`config.mk`:
```
export PLATFORM = sky130hd
export DESIGN_NAME = paddle_input_ctrl
export DESIGN_NICKNAME = d
export VERILOG_FILES = /design/src/rtl/paddle_input_ctrl_pkg.sv /design/src/rtl/key_debounce.sv /design/src/rtl/paddle_input_ctrl.sv
export SDC_FILE = /design/constraint.sdc
export NUM_CORES = 1
export LEC_CHECK = 0
export ABC_AREA = 1
export BUFFER_PORTS_ARGS = -buffer_cell sky130_fd_sc_hd__buf_2
export CORE_AREA = 2 2 64 96
export CTS_BUF_LIST = sky130_fd_sc_hd__clkbuf_2
export CTS_CLUSTER_DIAMETER = 50
export CTS_CLUSTER_SIZE = 14
export DETAILED_ROUTE_END_ITERATION = 7
export DIE_AREA = 0 0 66 98
export PLACE_DENSITY = 0.8
export SYNTH_ARGS = -nofsm -noshare
export SYNTH_HDL_FRONTEND = slang
export SYNTH_SLANG_ARGS = --single-unit
```
`constraint.sdc`:
```
create_clock -name clock -period 2.1 [get_ports clock]
set_input_delay 0.42 -clock clock [delete_from_list [all_inputs] [get_ports clock]]
set_output_delay 0.42 -clock clock [all_outputs]
set_load 0.05 [all_outputs]
```
`src/rtl/paddle_input_ctrl_pkg.sv`:
```
// Shared definitions for the paddle input stage and the display stage.
//
// Contents:
//   CTRL_*          4-bit motion codes carried on the control bus
//   state_t         motion FSM states
//   debug_t         observation bundle exported by paddle_input_ctrl
//   ctrl_of_state   maps an FSM state onto its motion code
package paddle_input_ctrl_pkg;

    localparam logic [3:0] CTRL_IDLE   = 4'b0000;
    localparam logic [3:0] CTRL_RIGHT1 = 4'b0001;
    localparam logic [3:0] CTRL_RIGHT2 = 4'b0011;
    localparam logic [3:0] CTRL_LEFT1  = 4'b0100;
    localparam logic [3:0] CTRL_LEFT2  = 4'b0110;
    localparam logic [3:0] CTRL_PAUSED = 4'b1111;

    typedef enum logic [2:0] {
        ST_IDLE   = 3'd0,
        ST_LEFT1  = 3'd1,
        ST_LEFT2  = 3'd2,
        ST_RIGHT1 = 3'd3,
        ST_RIGHT2 = 3'd4
    } state_t;

    // level / rise are ordered {pause, left, right}
    typedef struct packed {
        state_t     state;
        logic [2:0] level;
        logic [2:0] rise;
    } debug_t;

    function automatic logic [3:0] ctrl_of_state(input state_t s);
        case (s)
            ST_LEFT1:  return CTRL_LEFT1;
            ST_LEFT2:  return CTRL_LEFT2;
            ST_RIGHT1: return CTRL_RIGHT1;
            ST_RIGHT2: return CTRL_RIGHT2;
            default:   return CTRL_IDLE;
        endcase
    endfunction

endpackage

```
`src/rtl/key_debounce.sv`:
```
// Two-flop synchronizer followed by a debounce counter for one push-button.
//
// Ports:
//   clock   system clock
//   reset   synchronous, active-low
//   raw     raw button level, asynchronous to clock
//   level   debounced level
//   rise    one-clock pulse, high in the same cycle level goes 0 -> 1
module key_debounce #(
    parameter int DEBOUNCE_CYCLES = 200
) (
    input  logic clock,
    input  logic reset,
    input  logic raw,
    output logic level,
    output logic rise
);

    localparam int CW = (DEBOUNCE_CYCLES > 1) ? $clog2(DEBOUNCE_CYCLES) : 1;
    localparam logic [CW-1:0] CNT_LAST = CW'(DEBOUNCE_CYCLES - 1);

    logic          sync1;
    logic          sync2;
    logic [CW-1:0] cnt;

    always_ff @(posedge clock) begin
        if (!reset) begin
            sync1 <= 1'b0;
            sync2 <= 1'b0;
            cnt   <= '0;
            level <= 1'b0;
            rise  <= 1'b0;
        end else begin
            sync1 <= raw;
            sync2 <= sync1;
            rise  <= 1'b0;
            if (sync2 != level) begin
                // Accept the new level once it has disagreed for
                // DEBOUNCE_CYCLES consecutive samples.
                if (cnt == CNT_LAST) begin
                    level <= sync2;
                    rise  <= sync2;
                    cnt   <= '0;
                end else begin
                    cnt <= cnt + CW'(1);
                end
            end else begin
                cnt <= '0;
            end
        end
    end

endmodule

```
`src/rtl/paddle_input_ctrl.sv`:
```
// Paddle input stage: conditions the left/right/pause buttons, tracks
// pause, classifies motion into the display control code and produces
// per-step move strobes for the game core.
//
// Ports:
//   clock       10 kHz system clock
//   reset       synchronous, active-low
//   btn_left    raw left button, active-high
//   btn_right   raw right button, active-high
//   btn_pause   raw pause button, active-high
//   control     motion code (see CTRL_* in the package), registered
//   step_left   one-clock strobe: move one column left, registered
//   step_right  one-clock strobe: move one column right, registered
//   paused      high while paused, registered
//   debug       FSM state plus debounced levels and rise pulses
module paddle_input_ctrl
    import paddle_input_ctrl_pkg::*;
#(
    parameter int DEBOUNCE_CYCLES = 200,
    parameter int SPEED2_HOLD     = 5000,
    parameter int STEP1_PERIOD    = 1000,
    parameter int STEP2_PERIOD    = 400
) (
    input  logic       clock,
    input  logic       reset,
    input  logic       btn_left,
    input  logic       btn_right,
    input  logic       btn_pause,
    output logic [3:0] control,
    output logic       step_left,
    output logic       step_right,
    output logic       paused,
    output debug_t     debug
);

    localparam int STEP_MAX = (STEP1_PERIOD > STEP2_PERIOD) ? STEP1_PERIOD : STEP2_PERIOD;
    localparam int HW = (SPEED2_HOLD > 1) ? $clog2(SPEED2_HOLD) : 1;
    localparam int SW = (STEP_MAX > 1) ? $clog2(STEP_MAX) : 1;

    localparam logic [HW-1:0] HOLD_LAST  = HW'(SPEED2_HOLD - 1);
    localparam logic [SW-1:0] STEP1_LAST = SW'(STEP1_PERIOD - 1);
    localparam logic [SW-1:0] STEP2_LAST = SW'(STEP2_PERIOD - 1);

    logic left_lvl,  left_rise;
    logic right_lvl, right_rise;
    logic pause_lvl, pause_rise;

    key_debounce #(.DEBOUNCE_CYCLES(DEBOUNCE_CYCLES)) u_deb_left (
        .clock (clock),
        .reset (reset),
        .raw   (btn_left),
        .level (left_lvl),
        .rise  (left_rise)
    );

    key_debounce #(.DEBOUNCE_CYCLES(DEBOUNCE_CYCLES)) u_deb_right (
        .clock (clock),
        .reset (reset),
        .raw   (btn_right),
        .level (right_lvl),
        .rise  (right_rise)
    );

    key_debounce #(.DEBOUNCE_CYCLES(DEBOUNCE_CYCLES)) u_deb_pause (
        .clock (clock),
        .reset (reset),
        .raw   (btn_pause),
        .level (pause_lvl),
        .rise  (pause_rise)
    );

    state_t        state, state_n;
    logic [HW-1:0] hold,  hold_n;
    logic [SW-1:0] step,  step_n;
    logic [3:0]    control_n;
    logic          left_n, right_n, paused_n;

    logic req_left, req_right, in_left, in_right;

    // Both buttons together cancel out to "no request".
    assign req_left  = left_lvl & ~right_lvl;
    assign req_right = right_lvl & ~left_lvl;
    assign in_left   = (state == ST_LEFT1)  || (state == ST_LEFT2);
    assign in_right  = (state == ST_RIGHT1) || (state == ST_RIGHT2);

    always_comb begin
        state_n  = state;
        hold_n   = hold;
        step_n   = step;
        left_n   = 1'b0;
        right_n  = 1'b0;
        paused_n = paused ^ pause_rise;

        if (pause_rise || paused) begin
            // A pause toggle wins over any direction change in the same
            // cycle; unpausing lands in IDLE so a held direction re-enters
            // fresh on the following clock.
            state_n = ST_IDLE;
            hold_n  = '0;
            step_n  = '0;
        end else if (req_left && !in_left) begin
            state_n = ST_LEFT1;
            hold_n  = '0;
            step_n  = '0;
            left_n  = 1'b1;
        end else if (req_right && !in_right) begin
            state_n = ST_RIGHT1;
            hold_n  = '0;
            step_n  = '0;
            right_n = 1'b1;
        end else if (!req_left && !req_right) begin
            state_n = ST_IDLE;
            hold_n  = '0;
            step_n  = '0;
        end else if (state == ST_LEFT1 || state == ST_RIGHT1) begin
            if (hold == HOLD_LAST) begin
                // Escalation restarts the step period; no strobe here.
                state_n = (state == ST_LEFT1) ? ST_LEFT2 : ST_RIGHT2;
                step_n  = '0;
            end else begin
                hold_n = hold + HW'(1);
                if (step == STEP1_LAST) begin
                    step_n  = '0;
                    left_n  = in_left;
                    right_n = in_right;
                end else begin
                    step_n = step + SW'(1);
                end
            end
        end else begin
            // Speed 2: hold counter stays saturated at its terminal value.
            if (step == STEP2_LAST) begin
                step_n  = '0;
                left_n  = in_left;
                right_n = in_right;
            end else begin
                step_n = step + SW'(1);
            end
        end

        control_n = paused_n ? CTRL_PAUSED : ctrl_of_state(state_n);
    end

    always_ff @(posedge clock) begin
        if (!reset) begin
            state      <= ST_IDLE;
            hold       <= '0;
            step       <= '0;
            control    <= CTRL_IDLE;
            step_left  <= 1'b0;
            step_right <= 1'b0;
            paused     <= 1'b0;
        end else begin
            state      <= state_n;
            hold       <= hold_n;
            step       <= step_n;
            control    <= control_n;
            step_left  <= left_n;
            step_right <= right_n;
            paused     <= paused_n;
        end
    end

    always_comb begin
        debug.state = state;
        debug.level = {pause_lvl, left_lvl, right_lvl};
        debug.rise  = {pause_rise, left_rise, right_rise};
    end

endmodule

```
After elaboration in Yosys (flattened, before gate mapping)
Index checks and enable logic that the tools add are counted.

word-level totals
  flip-flop bits (word level) = 69
  input bits = 5
  output and inout port bits = 16
  logic and storage cells = 104

operators by class
  add/sub/neg operators = 5
  eq/ne operators = 17
  mux-type cells = 26
  bitwise logic cells = 10
  reductions and logical operators = 24

operators by type and width
  kind                                                              number
  10-bit 2-to-1 mux                                                 4
  8-bit by 1-bit adder with 8-bit output, second input constant     3
  8-bit == test, second input constant                              3
  3-bit 2-to-1 mux                                                  7
  13-bit by 1-bit adder with 13-bit output, second input constant   1
  13-bit == test, second input constant                             1
  1-bit 2-to-1 mux                                                  13
  3-bit by 2-bit == test with 1-bit output, second input constant   4
  3-bit one-hot mux with 4 select lines                             1
  3-bit OR reduction                                                4
  10-bit by 1-bit adder with 10-bit output, second input constant   1
  10-bit == test, second input constant                             1
  10-bit by 9-bit == test with 1-bit output, second input constant  1
  3-bit AND reduction                                               3
  2-bit AND reduction                                               4
  1-bit NOT                                                         7
  3-bit by 1-bit == test with 1-bit output, second input constant   2
  3-bit == test, second input constant                              2
  5-bit OR reduction                                                1
  1-bit zero test                                                   4
  1-bit logical OR                                                  4
  4-bit 2-to-1 mux                                                  1
  1-bit logical AND                                                 3
  1-bit inequality test                                             3
  other kinds (3)                                                   4

Logic depth before layout (Yosys ltp)
  word-level depth = 11
  depth in mapped cells = 13
  depth with buffers taken out = 13

Hierarchy
Synthesis repeated with hierarchy kept, for this count alone.

unflattened totals
  cells, all modules = 439
  area total of the unflattened synthesis = 3,325.7 um^2

by module, submodules not included
  module             times used  cells each  area each (um^2)
  paddle_input_ctrl  1           235         1,730.4
  key_debounce       3           68          531.8

Worst setup path before layout
No wires, ideal clock.

  kind = reg2reg
  start = reg state[0]
  end = reg step[2]
  library setup time = 0.074 ns
  data arrival time = 1.759 ns
  data required time = 2.026 ns
  setup slack = 0.266 ns
  stages on the path, launching flop included = 9
  path buffers = 0
  cell sequence = dfxtp_1 -> nor2_1 -> inv_2 -> nand2_2 -> a21boi_4 -> nand2_4 -> nor2_8 -> o2111ai_4 -> nor3b_2

between the ends
  longest elaborated chain between the ends = 5
  elaborated cells on any way between the ends = 13
  classes of those cells = 4 x eq/ne; 1 x mux; 8 x reduce/logical

ends and longest elaborated chain
  what                                                              line                                                RTL
  start: declaration                                                paddle_input_ctrl.sv:72                             state_t state, state_n;
  start signal: assignment                                          paddle_input_ctrl.sv:154                            state <= state_n;
  3-bit by 1-bit == test with 1-bit output (tied with other cells)  paddle_input_ctrl.sv:83, paddle_input_ctrl.sv:115
  1-bit logical OR, on equally long branches                        paddle_input_ctrl.sv:83, paddle_input_ctrl.sv:84
  1-bit zero test, on equally long branches                         paddle_input_ctrl.sv:101, paddle_input_ctrl.sv:106
  1-bit logical AND, on equally long branches                       paddle_input_ctrl.sv:101, paddle_input_ctrl.sv:106
  5-bit OR reduction (no line)                                      --
  end signal: assignment                                            paddle_input_ctrl.sv:156                            step <= step_n;
  end: declaration                                                  paddle_input_ctrl.sv:74                             logic [SW-1:0] step, step_n;

Several ways; a longest one is shown, not always the timed one.
A chain may end at the register's enable or synchronous reset.

Worst setup path after layout
  start = reg hold[1]
  end = reg hold[9]

between the ends
  longest elaborated chain between the ends = 3
  elaborated cells on any way between the ends = 4
  classes of those cells = 1 x add/sub; 1 x eq/ne; 1 x bitwise; 1 x reduce/logical

ends and longest elaborated chain
  what                                                                                              line                      RTL
  start: declaration                                                                                paddle_input_ctrl.sv:73   logic [HW-1:0] hold, hold_n;
  start signal: assignment                                                                          paddle_input_ctrl.sv:155  hold <= hold_n;
  parallel branches: the longest is 3 deep, another holds 13-bit by 1-bit adder with 13-bit output  --

Several ways; the timed one is not identified.

==> summary.md <==
### Timing
- **total negative slack** 0 ps
- **fin. max-slew vios** 0
- **fraction of the cycle the final worst path needs** 0.894
- **Fmax achieved** 0.532 GHz
- **setup repair after global routing missed its margin** no
- **number of hold violations in the final report** 0
- **actual transition at the worst max-transition pin** 408 ps
- **time the worst path needs with I/O delays and setup** 1880 ps
- **worst setup slack after layout** 222 ps
- **clock tree skew after final layout** 22.5 ps
- **Setup-failing EPs final** 0
- **Max transition margin** 0.728

### Layout
- **antenna diode instance count** 0
- **non-filler cells, final** 513
- **area growth from synthesis to final layout** 8.41%
- **Filler Cells Inserted** 548
- **post-layout net count** 449
- **share of final-layout standard cells stronger than drive strength 1** 0.125
- **post-route cell area** 0.00340 mm2

### Placement
- **half-perimeter wire length of the detailed placement result** 4240 um
- **Post-Place Setup Slack** 245 ps
- **routability congestion estimate** 0.848
- **placed cells** 497
- **Placed Instance Area** 0.00327 mm2
- **number of buffers added on ports** 20

### Clock tree
- **Clock Latency Late Sink** 490 ps
- **TritonCTS sink count** 68
- **TritonCTS clock tree** done
- **CTS clock-pin slew for the worst setup and hold paths** 180 ps
- **post-CTS setup repair buffer count** 0
- **Longest Clk Path Bufs** 2
- **number of H-tree levels** 3
- **hold buffer count at CTS** 0
- **Gates resized, CTS repair** 0
- **Clock Root Buffer** clkbuf_2
- **CTS Buf Count** 9

### Outcome
- **run status** finished, final reports clean

### Routing
- **number of design rule violations left after detail routing** 0
- **highest routed layer** met4
- **met2 WL post-DR** 2840 um
- **drt initial violations** 106
- **routed wirelength normalized by instance count** 11.0 um
- **detailed route wirelength on metal3** 204 um
- **detail-routed via count per cell** 5.08
- **post-route met1 wirelength** 2400 um
- **total vias in the final route** 2607
- **Pre-antenna DRT Iters** 4
- **number of antenna-violating nets in the routed design** 0
- **Total Wirelength** 5630 um

### Synth
- **number of nets produced by synthesis** 426
- **synth warn** 0
- **most common cell in the synthesized netlist** nand2_1
- **xor-xnor portion of the synthesized cell area** 0.0418
- **Post-synth top flop** dfxtp_1
- **cell area after technology mapping** 0.00314 mm2
- **top cells by count, synth** nand2_1, dfxtp_1, inv_1
- **share of the synthesized area in compound gates (AO/OA/AOI/OAI)** 0.0745
- **area share of the leading cell type in the synthesized netlist** 0.433
- **async set-reset flop share out of synthesis** 0
- **dominant cells by area after synthesis** dfxtp_1, nand2_1, inv_1
- **main combinational cell family by area after synthesis** simple AND/OR/NAND/NOR gates
- **Synth Area in Adders** 0.0319
- **register bit count reported by yosys** 68
- **multiplexer share of the synthesized area** 0
- **average cell area after synthesis** 7.60 um2
- **post-synthesis instance total** 413
- **sequential element share of the synthesized area** 0.433
- **simple-gate portion of the synthesized area** 0.320
- **largest area contributor in the netlist** dfxtp_1
- **Distinct cells, synth** 35
- **number of flops mapped to enable cells by yosys** 0

### Floorplanning
- **die width** 66 um
- **Cell Rows** 34
- **Total Die Area** 0.00647 mm2
- **starting density of the core** 0.551
- **I/O pin total** 21
- **core area** 0.00570 mm2
- **die span in y** 98 um

### GRT
- **pin count of the biggest net entering global routing** 16
- **total track usage** 0.193
- **vias in the first global route** 2479
- **first-pass GRT wire length** 9770 um
- **sum of overflow across all layers after global routing** 0
- **number of antenna violations at the first check in global routing** 0

### Power and ir drop
- **leakage power figure** 1.36 nW
- **power per standard cell area** 638 mW/mm2
- **worst IR drop on VDD** 435 uV

### Worst setup path
- **Worst Path Max Fanout** 12
- **required time worst endpoint** 2540 ps
- **data arrival time of the worst path** 2310 ps
- **Worst Setup Path Type** reg2reg
- **Critical Path Sink Type** flop
- **kind of launch point of the worst setup path** flop

### Run
- **reported max-cap violation count** 0

### Min path
- **type of the worst min-delay path** in2reg

-- state kept, by name, summed over array words and instances, names as in the netlist, 3 cells and up --
| name | cells |
|---|---|
| hold | 13 |
| u_deb_right.cnt | 8 |
| control | 4 |
| state | 3 |
| u_deb_left.cnt | 8 |
| u_deb_pause.cnt | 8 |
| step | 10 |
-- report_power, final --
part | total [W] | internal [W] | switching [W] | leakage [nW]
combinational | 0.0000292 | 0.0000111 | 0.0000181 | 0.735
sequential | 0.00130 | 0.00130 | 0.00000405 | 0.549
clock | 0.000840 | 0.000399 | 0.000442 | 0.0796
total | 0.00217 | 0.00171 | 0.000464 | 1.36
-- cells in the final DEF, fill, tap and decap left out, types with 2 or more instances in the layout --
cell type,instances
dfxtp_1,68
xnor2_1,6
nand4_1,9
nor3_1,13
buf_4,2
nor4_1,5
nand2_1,85
o21ai_0,6
bufinv_16,2
clkbuf_2,11
nor3b_1,7
buf_2,20
inv_2,2
nand2_2,2
ha_1,8
clkinv_1,2
xor2_1,9
nand3_1,27
nor3_2,2
nor2_1,52
a21oi_1,26
inv_1,60
nor3b_2,3
-- metrics by stage --
stage | hold slack, ps | total power (W) | util
floorplan | 390 | 0.00135 | -
global placement | 393 | 0.00136 | 0.574
detailed placement | 402 | 0.00136 | 0.574
CTS | 58.3 | 0.00220 | 0.597
global route | 47.9 | 0.00227 | 0.597
finish | 104 | 0.00217 | 0.597
-- logic make-up after synthesis --
| group | after synthesis |
|---|---|
| buffers and inverters | 73 |
| adder cells (fa/ha/maj) | 8 |
| flip-flops | 68 |
| AO/OA/AOI/OAI | 38 |
| AND/OR/NAND/NOR | 211 |
| XOR/XNOR | 15 |
-- worst max-delay path, cell delays in order (launching register included) --
cell,delay [ps]
dfxtp_1,400
ha_1,250
nand2_1,70
nor2_1,170
nand2_1,130
nand2_2,150
inv_1,190
nand4_1,160
inv_1,70
nand3_1,70
nand2_1,50
a21oi_1,120
-- final timing paths --
kind	end	cells past startpoint	from	slack (ps)
max	hold[9]	11	hold[1]	220
max reg2reg	hold[9]	11	hold[1]	220
min	u_deb_pause.sync1	3	btn_pause	100
min reg2reg	u_deb_right.sync2	2	u_deb_right.sync1	430
-- final cells by class --
| class | count | area [um2] | share of cell area |
|---|---|---|---|
| Multi-Input combinational cell | 272 | 1470 | 0.432 |
| Sequential cell | 68 | 1360 | 0.400 |
| Inverter | 63 | 236 | 0.0695 |
| Clock buffer | 11 | 55.1 | 0.0162 |
| Clock inverter | 5 | 76.3 | 0.0224 |
| Tap cell | 72 | 90.1 | 0.0265 |
| Timing Repair Buffer | 22 | 115 | 0.0338 |
-- layer usage --
metal  GRT usage  vias to the layer above
met5           0                        -
met2       0.332                       45
met3      0.0507                       17
met4       0.118                        0
li1            -                     1357
met1       0.206                     1188
Power figures use the tool's default switching activity.
